==> src/rtl/rom_port_arbiter.sv <==
`default_nettype none
// ============================================================================
//  Module   : rom_port_arbiter
//  Purpose  : Shares one toggle-handshake DDRAM port between the ROM loader
//             (writes), the 68K CPU (reads) and the VDP DMA engine (reads).
//             One downstream transaction is outstanding at a time.
//             Grant order in IDLE is LD > readers; reads are blocked while
//             LOADING is high.
//  Config   : `define ROM_ARB_RR_EN -> CPU/DMA round-robin when both pend.
//             Undefined             -> fixed CPU > DMA.
//  Revision : 1.0  initial release
// ============================================================================
module rom_port_arbiter (
    input  logic        MCLK,
    input  logic        RESET_N,
    input  logic        LOADING,

    // loader write client
    input  logic [24:1] LD_ADDR,
    input  logic [15:0] LD_DATA,
    input  logic        LD_REQ,
    output logic        LD_ACK,

    // 68K read client
    input  logic [23:0] CPU_ADDR,
    input  logic        CPU_REQ,
    output logic        CPU_ACK,
    output logic [15:0] CPU_DATA,

    // VDP DMA read client
    input  logic [23:0] DMA_ADDR,
    input  logic        DMA_REQ,
    output logic        DMA_ACK,
    output logic [15:0] DMA_DATA,

    // shared DDRAM toggle port
    output logic [23:0] MEM_ADDR,
    output logic [15:0] MEM_DIN,
    output logic        MEM_WE_REQ,
    input  logic        MEM_WE_ACK,
    output logic        MEM_RD_REQ,
    input  logic        MEM_RD_ACK,
    input  logic [15:0] MEM_DOUT,

    output logic        BUSY
);

    // ------------------------------------------------------------------
    // State encoding and read-owner encoding
    // ------------------------------------------------------------------
    localparam logic [1:0] c_IDLE    = 2'd0;
    localparam logic [1:0] c_WR_WAIT = 2'd1;
    localparam logic [1:0] c_RD_WAIT = 2'd2;

    localparam logic       c_OWN_CPU = 1'b0;
    localparam logic       c_OWN_DMA = 1'b1;

    logic [1:0]  r_state;
    logic [1:0]  w_state_nxt;

    logic        r_ld_ack;
    logic        r_cpu_ack;
    logic        r_dma_ack;
    logic [15:0] r_cpu_data;
    logic [15:0] r_dma_data;
    logic [23:0] r_mem_addr;
    logic [15:0] r_mem_din;
    logic        r_mem_we_req;
    logic        r_mem_rd_req;
    logic        r_owner;
    logic        w_busy;

    logic        w_idle;
    logic        w_ld_pend;
    logic        w_cpu_elig;
    logic        w_dma_elig;
    logic        w_grant_ld;
    logic        w_grant_cpu;
    logic        w_grant_dma;
    logic        w_wr_done;
    logic        w_rd_done;

    // ------------------------------------------------------------------
    // Pending detection: a client pends while its REQ differs from ACK.
    // A second toggle while owned simply cancels the first, so the
    // ACK issued on completion leaves REQ == ACK and no extra transaction
    // is started.
    // ------------------------------------------------------------------
    assign w_idle     = (r_state == c_IDLE);
    assign w_ld_pend  = LD_REQ  ^ r_ld_ack;
    assign w_cpu_elig = (CPU_REQ ^ r_cpu_ack) & ~LOADING;
    assign w_dma_elig = (DMA_REQ ^ r_dma_ack) & ~LOADING;

    // Completion: first cycle the downstream ACK matches our REQ
    assign w_wr_done  = (r_state == c_WR_WAIT) && (MEM_WE_ACK == r_mem_we_req);
    assign w_rd_done  = (r_state == c_RD_WAIT) && (MEM_RD_ACK == r_mem_rd_req);

`ifdef ROM_ARB_RR_EN
    // Round-robin pointer: 0 favours CPU, 1 favours DMA
    logic r_rr_dma;

    // Reader grant selection with alternating preference on contention
    always_comb begin
        w_grant_ld  = w_idle & w_ld_pend;
        w_grant_cpu = 1'b0;
        w_grant_dma = 1'b0;
        if (w_idle && !w_ld_pend) begin
            if (w_cpu_elig && w_dma_elig) begin
                w_grant_cpu = ~r_rr_dma;
                w_grant_dma =  r_rr_dma;
            end else begin
                w_grant_cpu = w_cpu_elig;
                w_grant_dma = w_dma_elig;
            end
        end
    end

    // Pointer moves to the other reader after every read grant
    always_ff @(posedge MCLK or negedge RESET_N) begin
        if (!RESET_N) begin
            r_rr_dma <= 1'b0;
        end else if (w_grant_cpu) begin
            r_rr_dma <= 1'b1;
        end else if (w_grant_dma) begin
            r_rr_dma <= 1'b0;
        end
    end
`else
    // Fixed reader grant selection: CPU always ahead of DMA
    always_comb begin
        w_grant_ld  = w_idle & w_ld_pend;
        w_grant_cpu = w_idle & ~w_ld_pend & w_cpu_elig;
        w_grant_dma = w_idle & ~w_ld_pend & ~w_cpu_elig & w_dma_elig;
    end
`endif

    // ------------------------------------------------------------------
    // FSM
    // ------------------------------------------------------------------
    // State register
    always_ff @(posedge MCLK or negedge RESET_N) begin
        if (!RESET_N) begin
            r_state <= c_IDLE;
        end else begin
            r_state <= w_state_nxt;
        end
    end

    // Next-state: grant enters a wait state, downstream ACK returns to IDLE
    always_comb begin
        w_state_nxt = r_state;
        case (r_state)
            c_IDLE: begin
                if (w_grant_ld) begin
                    w_state_nxt = c_WR_WAIT;
                end else if (w_grant_cpu || w_grant_dma) begin
                    w_state_nxt = c_RD_WAIT;
                end
            end
            c_WR_WAIT: begin
                if (w_wr_done) begin
                    w_state_nxt = c_IDLE;
                end
            end
            c_RD_WAIT: begin
                if (w_rd_done) begin
                    w_state_nxt = c_IDLE;
                end
            end
            default: w_state_nxt = c_IDLE;
        endcase
    end

    // Output decode: busy whenever a transaction is outstanding
    always_comb begin
        w_busy = (r_state != c_IDLE);
    end

    // ------------------------------------------------------------------
    // Datapath
    // ------------------------------------------------------------------
    // Downstream request launch; address/data held until the next grant
    always_ff @(posedge MCLK or negedge RESET_N) begin
        if (!RESET_N) begin
            r_mem_addr   <= 24'h000000;
            r_mem_din    <= 16'h0000;
            r_mem_we_req <= 1'b0;
            r_mem_rd_req <= 1'b0;
            r_owner      <= c_OWN_CPU;
        end else if (w_grant_ld) begin
            r_mem_addr   <= LD_ADDR;
            r_mem_din    <= LD_DATA;
            r_mem_we_req <= ~r_mem_we_req;
        end else if (w_grant_cpu) begin
            r_mem_addr   <= CPU_ADDR;
            r_mem_rd_req <= ~r_mem_rd_req;
            r_owner      <= c_OWN_CPU;
        end else if (w_grant_dma) begin
            r_mem_addr   <= DMA_ADDR;
            r_mem_rd_req <= ~r_mem_rd_req;
            r_owner      <= c_OWN_DMA;
        end
    end

    // Loader acknowledge on write completion
    always_ff @(posedge MCLK or negedge RESET_N) begin
        if (!RESET_N) begin
            r_ld_ack <= 1'b0;
        end else if (w_wr_done) begin
            r_ld_ack <= ~r_ld_ack;
        end
    end

    // Read return: only the owner's data and ACK change
    always_ff @(posedge MCLK or negedge RESET_N) begin
        if (!RESET_N) begin
            r_cpu_ack  <= 1'b0;
            r_dma_ack  <= 1'b0;
            r_cpu_data <= 16'h0000;
            r_dma_data <= 16'h0000;
        end else if (w_rd_done) begin
            if (r_owner == c_OWN_DMA) begin
                r_dma_data <= MEM_DOUT;
                r_dma_ack  <= ~r_dma_ack;
            end else begin
                r_cpu_data <= MEM_DOUT;
                r_cpu_ack  <= ~r_cpu_ack;
            end
        end
    end

    assign LD_ACK     = r_ld_ack;
    assign CPU_ACK    = r_cpu_ack;
    assign CPU_DATA   = r_cpu_data;
    assign DMA_ACK    = r_dma_ack;
    assign DMA_DATA   = r_dma_data;
    assign MEM_ADDR   = r_mem_addr;
    assign MEM_DIN    = r_mem_din;
    assign MEM_WE_REQ = r_mem_we_req;
    assign MEM_RD_REQ = r_mem_rd_req;
    assign BUSY       = w_busy;

endmodule
`default_nettype wire

==> config.mk <==
export PLATFORM = sky130hd
export DESIGN_NAME = rom_port_arbiter
export DESIGN_NICKNAME = d
export VERILOG_FILES = /design/src/rtl/rom_port_arbiter.sv
export SDC_FILE = /design/constraint.sdc
export NUM_CORES = 1
export LEC_CHECK = 0
export CAP_MARGIN = 30
export CORE_MARGIN = 2
export CORE_UTILIZATION = 67
export DETAILED_ROUTE_END_ITERATION = 10
export DONT_BUFFER_PORTS = 1
export PLACE_DENSITY = 0.83
export SYNTH_ARGS = -nofsm -noshare
export SYNTH_HDL_FRONTEND = slang
export SYNTH_SLANG_ARGS = --single-unit
==> constraint.sdc <==
create_clock -name MCLK -period 3.11 [get_ports MCLK]
set_input_delay 0.311 -clock MCLK [delete_from_list [all_inputs] [get_ports MCLK]]
set_output_delay 0.311 -clock MCLK [all_outputs]
set_load 0.02 [all_outputs]
==> impl_metrics.env, run 1 <==
export IMPL_status="finished clean"
export IMPL_grt_start_max_net_pins=81
export IMPL_power_leakage_uw=0.001547
export IMPL_die_area_mm2=0.005527
export IMPL_ys_seq_area_share_pct=60.38
export IMPL_tns_ns=0
export IMPL_grt_antenna_before_repair=0
export IMPL_drv_slew=0
export IMPL_critPathMaxFanout=24
export IMPL_overflow=0
export IMPL_first_pass_iters=4
export IMPL_grt_setup_unrepaired="no"
export IMPL_worst_slack_ns=0.8977
export IMPL_yosys_warnings=0
export IMPL_worstMarginPinSlew_ns=0.3907
export IMPL_crit_end="MEM_ADDR[16]$_DFFE_PN0P_"
export IMPL_finalCritPeriodShare_pct=71.13
export IMPL_report_final_setup_viol=0
export IMPL_ys_ff_latch=80
export IMPL_die_w_um=74.35
export IMPL_dr_first_iter_drc_count=115
export IMPL_crit_required_ns=3.32
export IMPL_cts_reportedPaths_clkPinSlew_ns=0.08
export IMPL_r2r_end="MEM_ADDR[16]$_DFFE_PN0P_"
export IMPL_cp_slowest_stage_delay_ns=0.46
export IMPL_cp_slowest_cell="a2111o_1"
export IMPL_cts_resized=0
export IMPL_fmax_ghz=0.4520
export IMPL_period_needed_ns=2.212
export IMPL_syn_to_final_growth_pct=8.566
export IMPL_r2r_start="r_state[1]$_DFFE_PN0P_"
export IMPL_finalClockSkew_ns=0.008206
export IMPL_post_cts_buffers=0
export IMPL_holdBufCountCts=2
export IMPL_synth_edf_count=0
export IMPL_syn_area_per_cell_um2=15.14
export IMPL_portBuffers=0
export IMPL_gr_usage_all_layers_pct=28.75
export IMPL_ant_nets=0
export IMPL_critPathArrivalTime_ns=2.42
export IMPL_rows=25
export IMPL_first_global_vias=2161
export IMPL_ff2ff_setup_slack_ns=0.90
export IMPL_hp_class="in2reg"
export IMPL_async_flop_share_pct=100.0
export IMPL_finalNetCount=336
export IMPL_drive_above_1_share_pct=17.03
export IMPL_io_pins=190
export IMPL_fillCellCount=300
export IMPL_critPathCaptureType="register"
export IMPL_slew_headroom_pct=73.95
export IMPL_syn_cell_area_mm2=0.003316
export IMPL_hold_start="MEM_DOUT[10]"
export IMPL_core_area_mm2=0.004755
export IMPL_vias_per_cell=7.162
export IMPL_hold_violations=0
export IMPL_vias=2120
export IMPL_cts_root_buf="clkbuf_8"
export IMPL_synth_common_cells="dfrtp_1 (80), mux2_1 (36), a221o_1 (24), a32o_1 (24), mux2_2 (12)"
export IMPL_syn_num_nets=331
export IMPL_gp_congestion=0.8457
export IMPL_hpwl_mm=5.853
export IMPL_cts_path_max_buffers=2
export IMPL_grt_pass1_wl_mm=11.45
export IMPL_worstSetupPathType="reg2reg"
export IMPL_clk_insertion_delay_late_ns=0.34
export IMPL_yosysMostFrequentCell="dfrtp_1"
export IMPL_synth_top_area_share_pct=60.38
export IMPL_dp_slack_ns=0.9315
export IMPL_cp_cell_sequence="or2_1 -> a2111o_1 -> nor2b_2 -> buf_4 -> a221o_1"
export IMPL_ys_flop_type="dfrtp_1"
export IMPL_cts_tree="built"
export IMPL_initial_utilization_pct=69.74
export IMPL_yosysTopAreaCell="dfrtp_1"
export IMPL_peakVddDrop_v=0.0008785
export IMPL_drt_drc_violations_left=0
export IMPL_h_tree_depth=3
export IMPL_max_cap_violations=0
export IMPL_wl_per_cell_um=27.17
export IMPL_synth_cells=219
export IMPL_die_h_um=74.35
export IMPL_rr_worst_depth=5
export IMPL_cts_sinks=80
export IMPL_power_density_mw_per_mm2=1273
export IMPL_num_antenna_cells=0
export IMPL_critPathLaunchType="register"
export IMPL_ys_top_cells_by_area="dfrtp_1 (60%), mux2_1 (12%), a221o_1 (7.2%)"
export IMPL_wirelength_mm=8.043
export IMPL_cts_buffers=9
export IMPL_critPathLaunch="r_state[1]$_DFFE_PN0P_"
export IMPL_ys_types=23
export IMPL_power_uw=4581
critical path: cells and delay by family (launching register included):
kind | cells | cell delay [ns]
flops | 1 | 0.44
buf+inv | 1 | 0.23
simple gates | 2 | 0.58
compound gates | 2 | 0.84
through the flow:
stage | hold slack (ns) | instances | area, um^2 | utilization, %
finish | 0.1025 | 296 | 3600 | 75.71
global route | 0.08297 | 296 | 3600 | 75.71
CTS | 0.09088 | 296 | 3600 | 75.71
detailed placement | 0.01633 | 278 | 3387 | 71.24
global placement | 0.01681 | 278 | 3387 | 71.24
floorplan | 0.01541 | 219 | 3316 | -
area by class of cell:
cell class	instances	area (um^2)	area share, %
clock inverter	4	30.03	0.8342
tap	67	83.83	2.329
sequential	80	2002	55.61
timing repair buffer	9	90.09	2.503
multi-input combinational	124	1249	34.69
clock buffer	12	145.1	4.032
how the worst min path moves through the flow:
stage | end | slack [ns] | cells after the start
finish | DMA_DATA[10]$_DFFE_PN0P_ | 0.10 | 1
global route | DMA_DATA[10]$_DFFE_PN0P_ | 0.08 | 1
CTS | DMA_DATA[10]$_DFFE_PN0P_ | 0.09 | 1
detailed placement | DMA_DATA[3]$_DFFE_PN0P_ | 0.02 | 0
global placement | DMA_DATA[3]$_DFFE_PN0P_ | 0.02 | 0
floorplan | CPU_ACK$_DFFE_PN0P_ | 0.02 | 0
kinds of logic (layout without fill, tap and decap cells):
family	Yosys count	after routing	share of synthesized area, %
AND/OR/NAND/NOR	13	13	2.679
XOR/XNOR	11	11	2.906
flip-flops	80	80	60.38
buffers and inverters	15	25	2.264
multiplexers	48	48	16.30
AO/OA/AOI/OAI	52	52	15.47
state kept, by name (all words and copies together), names as in the netlist:
name        count
r_owner         1
MEM_RD_REQ      1
r_state         2
MEM_ADDR       24
CPU_ACK         1
CPU_DATA       16
LD_ACK          1
MEM_DIN        16
MEM_WE_REQ      1
DMA_ACK         1
DMA_DATA       16
power by group:
group	switching [uW]	leakage (uW)	internal [uW]
Clock	353	0.0000866	314
Combinational	654	0.000474	671
Sequential	1030	0.000986	1560
Total	2040	0.00155	2540
layout by cell type (no fill, tap or decap), drive strengths merged, types with 2 or more instances in the layout:
master	n
xor2	3
dfrtp	80
a32o	24
clkbuf	12
mux2	48
nor3b	2
xnor2	8
clkinv	3
buf	8
nor2	4
a221o	24
per-layer routing:
metal	up-vias	wire length (um)	global-route usage, %
li1	874	-	-
met1	1095	2674	30.24
met2	134	4427	51.69
met3	17	734	9.350
met4	0	206	14.29
met5	-	0	0
Note: power is estimated with default switching activity, not from simulation.
==> run 2: changes to the inputs <==
--- a/config.mk
+++ b/config.mk
@@ -7,10 +7,10 @@
 export LEC_CHECK = 0
 export CAP_MARGIN = 30
 export CORE_MARGIN = 2
-export CORE_UTILIZATION = 67
+export CORE_UTILIZATION = 56
 export DETAILED_ROUTE_END_ITERATION = 10
 export DONT_BUFFER_PORTS = 1
-export PLACE_DENSITY = 0.83
+export PLACE_DENSITY = 0.74
 export SYNTH_ARGS = -nofsm -noshare
 export SYNTH_HDL_FRONTEND = slang
 export SYNTH_SLANG_ARGS = --single-unit
==> constraint.sdc (replaced) <==
create_clock -name MCLK -period 2 [get_ports MCLK]
set_input_delay 0.2 -clock MCLK [delete_from_list [all_inputs] [get_ports MCLK]]
set_output_delay 0.2 -clock MCLK [all_outputs]
set_load 0.02 [all_outputs]
==> impl_metrics.env, run 2 (same netlist as run 1, synthesis figures left out) <==
export IMPL_status="finished with violations"
export IMPL_violations="hold timing"
export IMPL_critPathLaunchType="register"
export IMPL_report_final_setup_viol=0
export IMPL_die_area_mm2=0.006552
export IMPL_initial_utilization_pct=57.01
export IMPL_power_density_mw_per_mm2=1790
export IMPL_overflow=0
export IMPL_first_pass_iters=4
export IMPL_die_w_um=80.95
export IMPL_cts_reportedPaths_clkPinSlew_ns=0.08
export IMPL_num_antenna_cells=0
export IMPL_gp_congestion=0.7344
export IMPL_crit_end="MEM_DIN[13]$_DFFE_PN0P_"
export IMPL_first_global_vias=2394
export IMPL_io_pins=190
export IMPL_critPathCaptureType="register"
export IMPL_slew_headroom_pct=68.23
export IMPL_fillCellCount=410
export IMPL_cts_root_buf="clkbuf_8"
export IMPL_drive_above_1_share_pct=17.54
export IMPL_ff2ff_setup_slack_ns=0.14
export IMPL_finalCritPeriodShare_pct=92.92
export IMPL_rows=28
export IMPL_peakVddDrop_v=0.0009966
export IMPL_dp_slack_ns=0.1624
export IMPL_vias_per_cell=6.544
export IMPL_hold_slack_ns=-0.4512
export IMPL_fmax_ghz=0.5381
export IMPL_clk_insertion_delay_late_ns=0.34
export IMPL_critPathLaunch="r_state[1]$_DFFE_PN0P_"
export IMPL_critPathMaxFanout=41
export IMPL_portBuffers=0
export IMPL_core_area_mm2=0.005816
export IMPL_gr_usage_all_layers_pct=23.75
export IMPL_tns_ns=0
export IMPL_crit_required_ns=2.22
export IMPL_ant_nets=0
export IMPL_die_h_um=80.95
export IMPL_finish_instance_area_mm2=0.004185
export IMPL_hold_violations=80
export IMPL_r2r_start="r_state[1]$_DFFE_PN0P_"
export IMPL_r2r_end="MEM_DIN[13]$_DFFE_PN0P_"
export IMPL_hp_class="in2async"
export IMPL_finalNetCount=393
export IMPL_worstMarginPinSlew_ns=0.4766
export IMPL_cts_tree="built"
export IMPL_rr_worst_depth=5
export IMPL_worstSetupPathType="reg2reg"
export IMPL_period_needed_ns=1.858
export IMPL_grt_pass1_wl_mm=11.71
export IMPL_max_cap_violations=0
export IMPL_vias=2356
export IMPL_syn_to_final_growth_pct=26.23
export IMPL_worst_slack_ns=0.1416
export IMPL_grt_start_max_net_pins=81
export IMPL_cts_sinks=80
export IMPL_critPathArrivalTime_ns=2.08
export IMPL_drt_drc_violations_left=0
export IMPL_largest_register_ffs=24
export IMPL_place_area_mm2=0.003527
export IMPL_cts_path_max_buffers=2
export IMPL_grt_antenna_before_repair=0
export IMPL_layout_common_cells="dfrtp_1 (80), dlygate4sd3_1 (47), mux2_1 (36)"
export IMPL_power_leakage_uw=0.001802
export IMPL_h_tree_depth=3
export IMPL_mostFrequentLayoutCell="dfrtp_1"
export IMPL_finalClockSkew_ns=0.01319
export IMPL_drv_slew=0
export IMPL_wl_per_cell_um=22.64
export IMPL_grt_setup_unrepaired="no"
export IMPL_cts_buffers=9
export IMPL_hpwl_mm=5.343
export IMPL_wirelength_mm=8.151
export IMPL_dr_first_iter_drc_count=99
-- run 2: changes by cell type in the layout (fill, tap and decap cells not counted), sizes merged --
| cell | delta |
|---|---|
| dlygate4sd3 | +46 |
| buf | +11 |
| clkinv | -2 |
| bufinv | +1 |
-- run 2: cell type report --
| cell class | instances | area (um^2) | area share (%) |
|---|---|---|---|
| clock inverter | 3 | 42.54 | 1.016 |
| timing repair buffer | 66 | 650.6 | 15.55 |
| clock buffer | 12 | 145.1 | 3.468 |
| sequential | 80 | 2002 | 47.83 |
| tap | 75 | 93.84 | 2.242 |
| multi-input combinational | 124 | 1251 | 29.90 |
-- run 2: worst min path at each step --
stage                                to  slack (ns)  cells after the start
5_1_grt        MEM_ADDR[18]$_DFFE_PN0P_       -0.48                      0
2_1_floorplan       CPU_ACK$_DFFE_PN0P_        -0.1                      0
3_3_place_gp     MEM_DIN[8]$_DFFE_PN0P_       -0.09                      0
4_1_cts             r_owner$_DFFE_PN0P_       -0.46                      0
3_5_place_dp     MEM_DIN[8]$_DFFE_PN0P_       -0.09                      0
6_report       MEM_ADDR[18]$_DFFE_PN0P_       -0.45                      0
-- run 2: what timing repair did --
item | CTS | global route
hold buffers | 39 | 8
gates resized for setup | 0 | 0
setup buffers | 0 | 0
hold endpoints to repair | 126 | 88
-- run 2: worst max-delay path, stage by stage (launching register included) --
cell	delay, ns
dfrtp_1	0.38
or2_4	0.25
buf_4	0.17
nor2_4	0.12
buf_4	0.43
mux2_1	0.38
-- run 2: per-stage QoR --
stage / std cells / total power, uW / util (%) / hold slack [ns]
2_1_floorplan: 219 / 5493 / - / -0.09559
3_3_place_gp: 298 / 6034 / 60.65 / -0.09387
3_5_place_dp: 298 / 6241 / 60.65 / -0.09406
4_1_cts: 352 / 7446 / 70.59 / -0.4639
5_1_grt: 360 / 7866 / 71.97 / -0.4786
6_report: 360 / 7490 / 71.97 / -0.4512
-- run 2: routing by layer --
layer / part of all wire (%) / vias to the layer above / GRT usage (%)
li1: - / 989 / -
met1: 35 / 1205 / 26.91
met2: 53 / 145 / 40.58
met3: 9.5 / 17 / 9.444
met4: 1.7 / 0 / 8.644
met5: 0 / - / 0
-- run 2: power by group --
| part | total (uW) | internal (uW) | switching (uW) |
|---|---|---|---|
| clock network | 1150 | 604 | 543 |
| registers | 3900 | 2420 | 1480 |
| logic | 2440 | 1300 | 1140 |
